[config.mk]
export PLATFORM = sky130hd
export DESIGN_NAME = fetch_queue_controller
export DESIGN_NICKNAME = d
export VERILOG_FILES = /design/src/rtl/fetch_queue_controller.sv
export SDC_FILE = /design/constraint.sdc
export NUM_CORES = 1
export LEC_CHECK = 0
export ABC_AREA = 1
export CORE_MARGIN = 4
export CORE_UTILIZATION = 70
export CTS_BUF_LIST = sky130_fd_sc_hd__clkbuf_2
export CTS_CLUSTER_DIAMETER = 50
export DETAILED_ROUTE_END_ITERATION = 10
export DONT_BUFFER_PORTS = 1
export PLACE_DENSITY = 0.91
export SLEW_MARGIN = 15
export SYNTH_ARGS = -nofsm -noshare
export SYNTH_HDL_FRONTEND = slang
export SYNTH_SLANG_ARGS = --single-unit
[constraint.sdc]
create_clock -name clk -period 3.2 [get_ports clk]
set_input_delay 0.64 -clock clk [delete_from_list [all_inputs] [get_ports clk]]
set_output_delay 0.64 -clock clk [all_outputs]
set_load 0.01 [all_outputs]
[src/rtl/fetch_queue_controller.sv]
// Instruction-fetch controller: walks a PC into a 1-cycle ROM and buffers the
// returned words in a prefetch queue that feeds the decoder over valid/ready.
module fetch_queue_controller #(
    parameter int              INSTR_W  = 9,
    parameter int              PC_W     = 8,
    parameter int              DEPTH    = 4,
    parameter logic [PC_W-1:0] RESET_PC = '0
) (
    input  logic               clk,
    input  logic               reset,
    input  logic               start,
    input  logic               halt,
    input  logic               redirect,
    input  logic [PC_W-1:0]    redirect_pc,
    output logic               imem_req,
    output logic [PC_W-1:0]    imem_addr,
    input  logic [INSTR_W-1:0] imem_rdata,
    output logic               instr_valid,
    input  logic               instr_ready,
    output logic [INSTR_W-1:0] instr_data,
    output logic [PC_W-1:0]    instr_pc,
    output logic [1:0]         state,
    output logic               halted
);

    localparam int PTR_W = $clog2(DEPTH);
    localparam int CNT_W = PTR_W + 1;
    localparam logic [CNT_W:0] DEPTH_C = (CNT_W + 1)'(DEPTH);

    localparam logic [1:0] ST_IDLE = 2'd0;
    localparam logic [1:0] ST_RUN  = 2'd1;
    localparam logic [1:0] ST_HALT = 2'd2;

    logic [1:0]       state_q, state_d;
    logic [PC_W-1:0]  pc_q;
    logic [PC_W-1:0]  tag_pc_q;
    logic             live_q;
    logic [PTR_W-1:0] wr_ptr_q, rd_ptr_q;
    logic [CNT_W-1:0] count_q;
    logic [CNT_W:0]   occ_total;
    logic             issue, wr_en, pop;

    logic [INSTR_W-1:0] data_mem [DEPTH];
    logic [PC_W-1:0]    pc_mem   [DEPTH];

    // Occupancy counts the outstanding return so a write can never find the queue full.
    assign occ_total = {1'b0, count_q} + {{CNT_W{1'b0}}, live_q};
    assign issue     = (state_q == ST_RUN) && !halt && !redirect && (occ_total < DEPTH_C);
    assign wr_en     = live_q && !redirect;
    assign pop       = instr_valid && instr_ready && !redirect;

    assign imem_req  = issue;
    assign imem_addr = pc_q;

    // NOTE: every always_comb output gets a default first, so no path can infer a latch.
    always_comb begin
        state_d = state_q;
        case (state_q)
            ST_IDLE: if (start) state_d = ST_RUN;
            ST_RUN:  if (halt)  state_d = ST_HALT;
            ST_HALT: if (start) state_d = ST_RUN;
            default: state_d = ST_IDLE;
        endcase
    end

    // NOTE: sequential state uses non-blocking assignments so every flop samples pre-edge values.
    always_ff @(posedge clk or posedge reset) begin
        if (reset) begin
            state_q  <= ST_IDLE;
            pc_q     <= RESET_PC;
            tag_pc_q <= RESET_PC;
            live_q   <= 1'b0;
        end else begin
            state_q <= state_d;
            if (redirect) begin
                pc_q <= redirect_pc;
            end else if (issue) begin
                pc_q <= pc_q + 1'b1;
            end
            live_q <= issue;
            if (issue) begin
                tag_pc_q <= pc_q;
            end
        end
    end

    // Flush beats both the same-cycle return and the same-cycle pop.
    always_ff @(posedge clk or posedge reset) begin
        if (reset) begin
            wr_ptr_q <= '0;
            rd_ptr_q <= '0;
            count_q  <= '0;
        end else if (redirect) begin
            wr_ptr_q <= '0;
            rd_ptr_q <= '0;
            count_q  <= '0;
        end else begin
            if (wr_en) wr_ptr_q <= wr_ptr_q + 1'b1;
            if (pop)   rd_ptr_q <= rd_ptr_q + 1'b1;
            count_q <= count_q + CNT_W'(wr_en) - CNT_W'(pop);
        end
    end

    // NOTE: queue storage is deliberately not reset; an entry is only observed once the count covers it.
    always_ff @(posedge clk) begin
        if (wr_en) begin
            data_mem[wr_ptr_q] <= imem_rdata;
            pc_mem[wr_ptr_q]   <= tag_pc_q;
        end
    end

    assign instr_valid = (count_q != '0);
    assign instr_data  = instr_valid ? data_mem[rd_ptr_q] : '0;
    assign instr_pc    = instr_valid ? pc_mem[rd_ptr_q]   : '0;
    assign state       = state_q;
    assign halted      = (state_q == ST_HALT);

endmodule
==> results of run 1 <==
==> flip-flops by register name (all words and copies together) (netlist names) <==
signal,count
tag_pc_q,8
wr_ptr_q,2
count_q,3
imem_addr,8
data_mem,36
pc_mem,32
live_q,1
rd_ptr_q,2
state,2
==> cells by family (layout without fill, tap and decap cells) <==
logic type | Yosys count | after routing
buffers and inverters | 42 | 50
XOR/XNOR | 2 | 2
AND/OR/NAND/NOR | 174 | 174
adder cells (fa/ha/maj) | 9 | 9
flip-flops | 94 | 94
AO/OA/AOI/OAI | 65 | 65
==> through the flow <==
stage	cell area (sq um)	setup slack (ns)	instances	hold WS, ns	total power (uW)
6_report	4305	0.2747	466	0.1282	2775
5_1_grt	4305	0.07263	466	0.05898	2952
4_1_cts	4305	0.2605	466	0.09061	2783
3_5_place_dp	4209	0.7951	450	0.4950	2306
3_3_place_gp	4209	0.9001	450	0.4886	2269
2_1_floorplan	4177	1.054	386	0.4763	2159
==> worst max-delay path, delay by kind of cell, from the launching register on <==
family,cells,cell delay (ns)
AOI/OAI and AO/OA,2,0.54
buffers and inverters,1,0.52
DFF,1,0.69
==> synth_stat cells (all sizes together) (4+ instances only) <==
master,instances
nand2,60
inv,27
o21ai,46
edfxtp,68
nand3,24
a21oi,19
nor2,87
clkbuf,4
ha,8
buf,11
dfrtp,26
==> worst paths after layout <==
path,from,end,slack [ns],cells past startpoint
min,redirect,count_q[0],0.13,1
min in group asynchronous,reset,wr_ptr_q[0],0.18,1
min reg2reg,tag_pc_q[0],pc_mem[3][0],0.55,0
max reg2reg,count_q[0],count_q[2],0.77,12
max,rd_ptr_q[0],instr_pc[5],0.27,3
max in group asynchronous,reset,tag_pc_q[4],2.42,1
==> layer usage <==
layer | wire length, um | GRT usage (%) | vias to the layer above | part of all wire (%)
li1 | - | - | 1302 | -
met1 | 2925 | 26.31 | 1285 | 39
met5 | 0 | 0 | - | 0
met3 | 671 | 7.087 | 19 | 9.0
met2 | 3659 | 36.30 | 132 | 49
met4 | 189 | 10.79 | 0 | 2.5
==> report_power, final <==
part	switching, uW	internal (uW)
clock	383	112
combinational	459	199
sequential	162	1460
==> layout by cell type, fill, tap and decap left out, types with 3 or more instances in the layout <==
cell,netlist,layout
edfxtp_1,68,68
inv_2,3,3
nand2_1,59,59
nor2_1,84,84
ha_1,8,8
clkbuf_2,2,10
dfrtp_1,26,26
nand3_1,10,10
buf_4,5,7
nand3_2,14,14
o21ai_2,4,4
a21oi_1,18,18
o21ai_0,39,39
inv_1,24,24
o21ai_1,3,3
==> layout make-up <==
cell class | instances | area share (%)
Inverter | 27 | 2.354
Tap cell | 72 | 2.092
Sequential cell | 94 | 62.54
Clock inverter | 6 | 1.075
Clock buffer | 10 | 1.162
Multi-Input combinational cell | 250 | 29.56
Timing Repair Buffer | 7 | 1.221
==> run summary, run 1 <==
RePlAce Congestion - 0.8519
post-synthesis adder-cell area fraction - 2.876%
Clock Path Buffers - 2
Yosys Warn Count - 0
Max Freq - 341.8 MHz
cts hold-fix bufs - 0
DRT Wirelength - 7.446 mm
Critical Path RT - 2.56 ns
syn nets - 418
top cells by area, synth - edfxtp_1, dfrtp_1, nor2_1
largest family of logic cells by synthesized area - simple AND/OR/NAND/NOR gates
Die H - 85.24 um
dpl hpwl - 4.816 mm
Slew Viols, Final - 0
Initial Util - 74.03%
Post-Syn Area - 4177 sq um
CP max stage delay - 0.69 ns
DRT Pass-1 Iters - 5
clock skew - 0.01362 ns
power density over the cells - 644.6 nW/um^2
mux cell area share after synthesis - 0%
multi-input logic area - 1272 sq um
clock sink count - 94
Async SR Flop Fraction - 27.66%
# fillers - 350
clock latency on the worst-skew pair - 0.53 ns
Post-Synthesis Cells - 386
setup repair bufs after CTS - 0
Finished Core Util - 76.31%
Core Box Area - 5642 sq um
Area growth syn-to-layout - 3.086%
Final period util - 91.42%
Startpoint Class - flop
Syn Area/Cell - 10.82 sq um
clk slew on worst S/H paths - 0.24 ns
leakage power - 0.001722 uW
nets@finish - 421
cts repair resizes - 0
Tmin final - 2.925 ns
slew at the pin closest to its max-slew limit - 0.9832 ns
antenna-violating nets left - 0
RSZ-0062 raised after global routing - no
Synth Area in XOR/XNOR - 0.4194%
WS Path Type - flop to output port
clock buffer count from CTS - 9
CP cell instances - inv_2, o21ai_0, a21oi_1
diodes inserted - 0
final hold vios - 0
dominant synthesized flop cell - edfxtp_1
DRT iter0 DRCs - 224
layout cell share with drive strength beyond 1 - 12.44%
Synth Area in Compound Gates - 8.238%
vias per cell - 5.876
Worst slew margin - 34.38%
post-synth top area share - 48.89%
initial antenna violation count - 0
CP max-delay cell - dfrtp_1
pin count of the biggest net entering global routing - 36
maximum fanout along the worst path - 35
I/O Buffers - 0
H-tree Lvls - 3
gr ovfl total - 0
Synth area leader - edfxtp_1
DRC Markers - 0
Hold Crit Class - input port to flop
Ports - 53
global-route wire length before repair - 12.21 mm
vias in the first global route - 2700
Worst EP arrival - 2.29 ns
status - complete, no violations
Routed WL per cell - 15.98 um
# setup viols final - 0
Root Driver - clkbuf_2
flops & latches, synth - 94
CTS tree - yes
die area - 7266 sq um
# rows - 27
CP endpoint kind - output port
Sequential cell area - 2693 sq um
Die Wd - 85.24 um
gr usage total - 22.09%
max-cap violations - 0
worst IR drop on VDD - 0.4237 mV
setup TNS - 0 ns
library cells used by synthesis - 27
EDFF count, synth - 68
post-synthesis simple-gate area fraction - 18.93%
Seq/Total Area, Yosys - 64.47%
vias - 2738
(Power assumes the default switching activity.)
==> run 2, diff against run 1 <==
GPL_TIMING_DRIVEN = 0   (was default)
==> run 2 against run 1 <==
Combinational power is 13% higher. Setup slack better by 0.28 ns. Critical endpoint unchanged. Clock skew is 0.017 ns higher. Die area stayed put.
==> run summary, run 2 (same netlist as run 1, synthesis figures left out) <==
die area - 7266 sq um
Critical Path RT - 2.56 ns
Tmin final - 2.644 ns
dpl hpwl - 5.809 mm
most frequent cells in the layout - nor2_1, edfxtp_1, nand2_1, o21ai_0, dfrtp_1
clock skew - 0.03039 ns
maximum fanout along the worst path - 10
Worst slew margin - 34.58%
Area growth syn-to-layout - 5.632%
leakage power - 0.001768 uW
CP dominant cell by count - buf_2
reg2reg path depth - 11
hold depth - 0
total power - 2859 uW
H-tree Lvls - 3
setup TNS - 0 ns
Startpoint Class - flop
max-cap violations - 0
DRT Pass-1 Iters - 7
Hold Crit Class - input port to flop
fin area - 4412 sq um
slew at the pin closest to its max-slew limit - 0.9802 ns
DRC Markers - 0
cts hold-fix bufs - 0
gr ovfl total - 0
clk slew on worst S/H paths - 0.26 ns
CP cell instances - buf_2, inv_2, buf_2, o21ai_0, a21oi_1
leading cell type in the layout, fill and taps excluded - nor2_1
Slew Viols, Final - 0
Initial Util - 74.03%
I/O Buffers - 0
Final period util - 82.62%
Clock Path Buffers - 2
vias per cell - 5.929
CP endpoint kind - output port
Largest regs - data_mem x36, pc_mem x32
M1 GR Usage - 31.09%
multi-input logic area - 1282 sq um
Routed WL per cell - 17.56 um
DRT Wirelength - 8.374 mm
Worst EP arrival - 2.00 ns
layout cell share with drive strength beyond 1 - 15.56%
worst IR drop on VDD - 0.3884 mV
clock sink count - 94
met3 Use GR - 6.019%
Sequential cell area - 2693 sq um
final hold vios - 0
Ports - 53
nets@finish - 432
Root Driver - clkbuf_2
global-route wire length before repair - 13.52 mm
grt met2 use - 39.83%
setup repair bufs after CTS - 0
Max Freq - 378.2 MHz
# fillers - 347
Finished Core Util - 78.20%
gr usage total - 24.51%
CTS tree - yes
clock latency on the worst-skew pair - 0.54 ns
CP max stage delay - 0.42 ns
status - complete, no violations
RePlAce Congestion - 0.8658
Core Box Area - 5642 sq um
# setup viols final - 0
global route hottest layer - met2
initial antenna violation count - 0
antenna-violating nets left - 0
clock buffer count from CTS - 9
Die H - 85.24 um
RSZ-0062 raised after global routing - no
WS Path Type - flop to output port
cts repair resizes - 0
power density over the cells - 648.1 nW/um^2
Area after DPL - 4314 sq um
Die Wd - 85.24 um
vias in the first global route - 2778
diodes inserted - 0
Biggest register - data_mem
CP max-delay cell - dfrtp_1
DRT iter0 DRCs - 207
vias - 2828
# rows - 27
max reg flops - 36
pin count of the biggest net entering global routing - 27
## run 2: power by group
| part | internal [uW] | switching (uW) | total [uW] |
|---|---|---|---|
| Sequential | 1460 | 146 | 1610 |
| Combinational | 227 | 519 | 745 |
| Clock | 112 | 395 | 506 |
| Total | 1800 | 1060 | 2860 |
## run 2: final timing paths
| kind | from | endpoint | slack, ns |
|---|---|---|---|
| setup / recovery | rd_ptr_q[0] | instr_pc[5] | 0.56 |
| hold / removal | imem_rdata[3] | data_mem[2][3] | 0.17 |
| setup reg to reg | count_q[0] | count_q[2] | 0.69 |
| hold reg to reg | wr_ptr_q[0] | wr_ptr_q[0] | 0.57 |
| max in group asynchronous | reset | wr_ptr_q[0] | 2.42 |
| min in group asynchronous | reset | imem_addr[2] | 0.19 |
## run 2: critical path, delay by kind of cell (launching register included)
kind / cells / cell delay [ns]
buf+inv: 3 / 0.58
compound gates: 2 / 0.48
flops: 1 / 0.42
## run 2: cell type report
type                            instances  area share, %
Clock inverter                          6          1.078
Sequential cell                        94          61.03
Tap cell                               72          2.042
Inverter                               27          2.297
Multi-Input combinational cell        250          29.07
Clock buffer                           10          1.134
Timing Repair Buffer                    3         0.8508
Buffer                                 15          2.496
## run 2: routing by layer
| metal | routed length, um | share of wire [%] |
|---|---|---|
| met4 | 195 | 2.3 |
| met5 | 0 | 0 |
| met3 | 886 | 11 |
| met1 | 3094 | 37 |
| met2 | 4197 | 50 |
## run 2: per-stage QoR
| stage | instances | hold slack, ns | worst slack (ns) |
|---|---|---|---|
| after floorplan | 386 | 0.4763 | 1.054 |
| after CTS | 477 | 0.1549 | 0.5243 |
| after global routing | 477 | 0.1146 | 0.3876 |
| after detailed placement | 461 | 0.5208 | 0.7321 |
| after global placement | 458 | 0.4961 | 0.6021 |
| final | 477 | 0.1698 | 0.5561 |
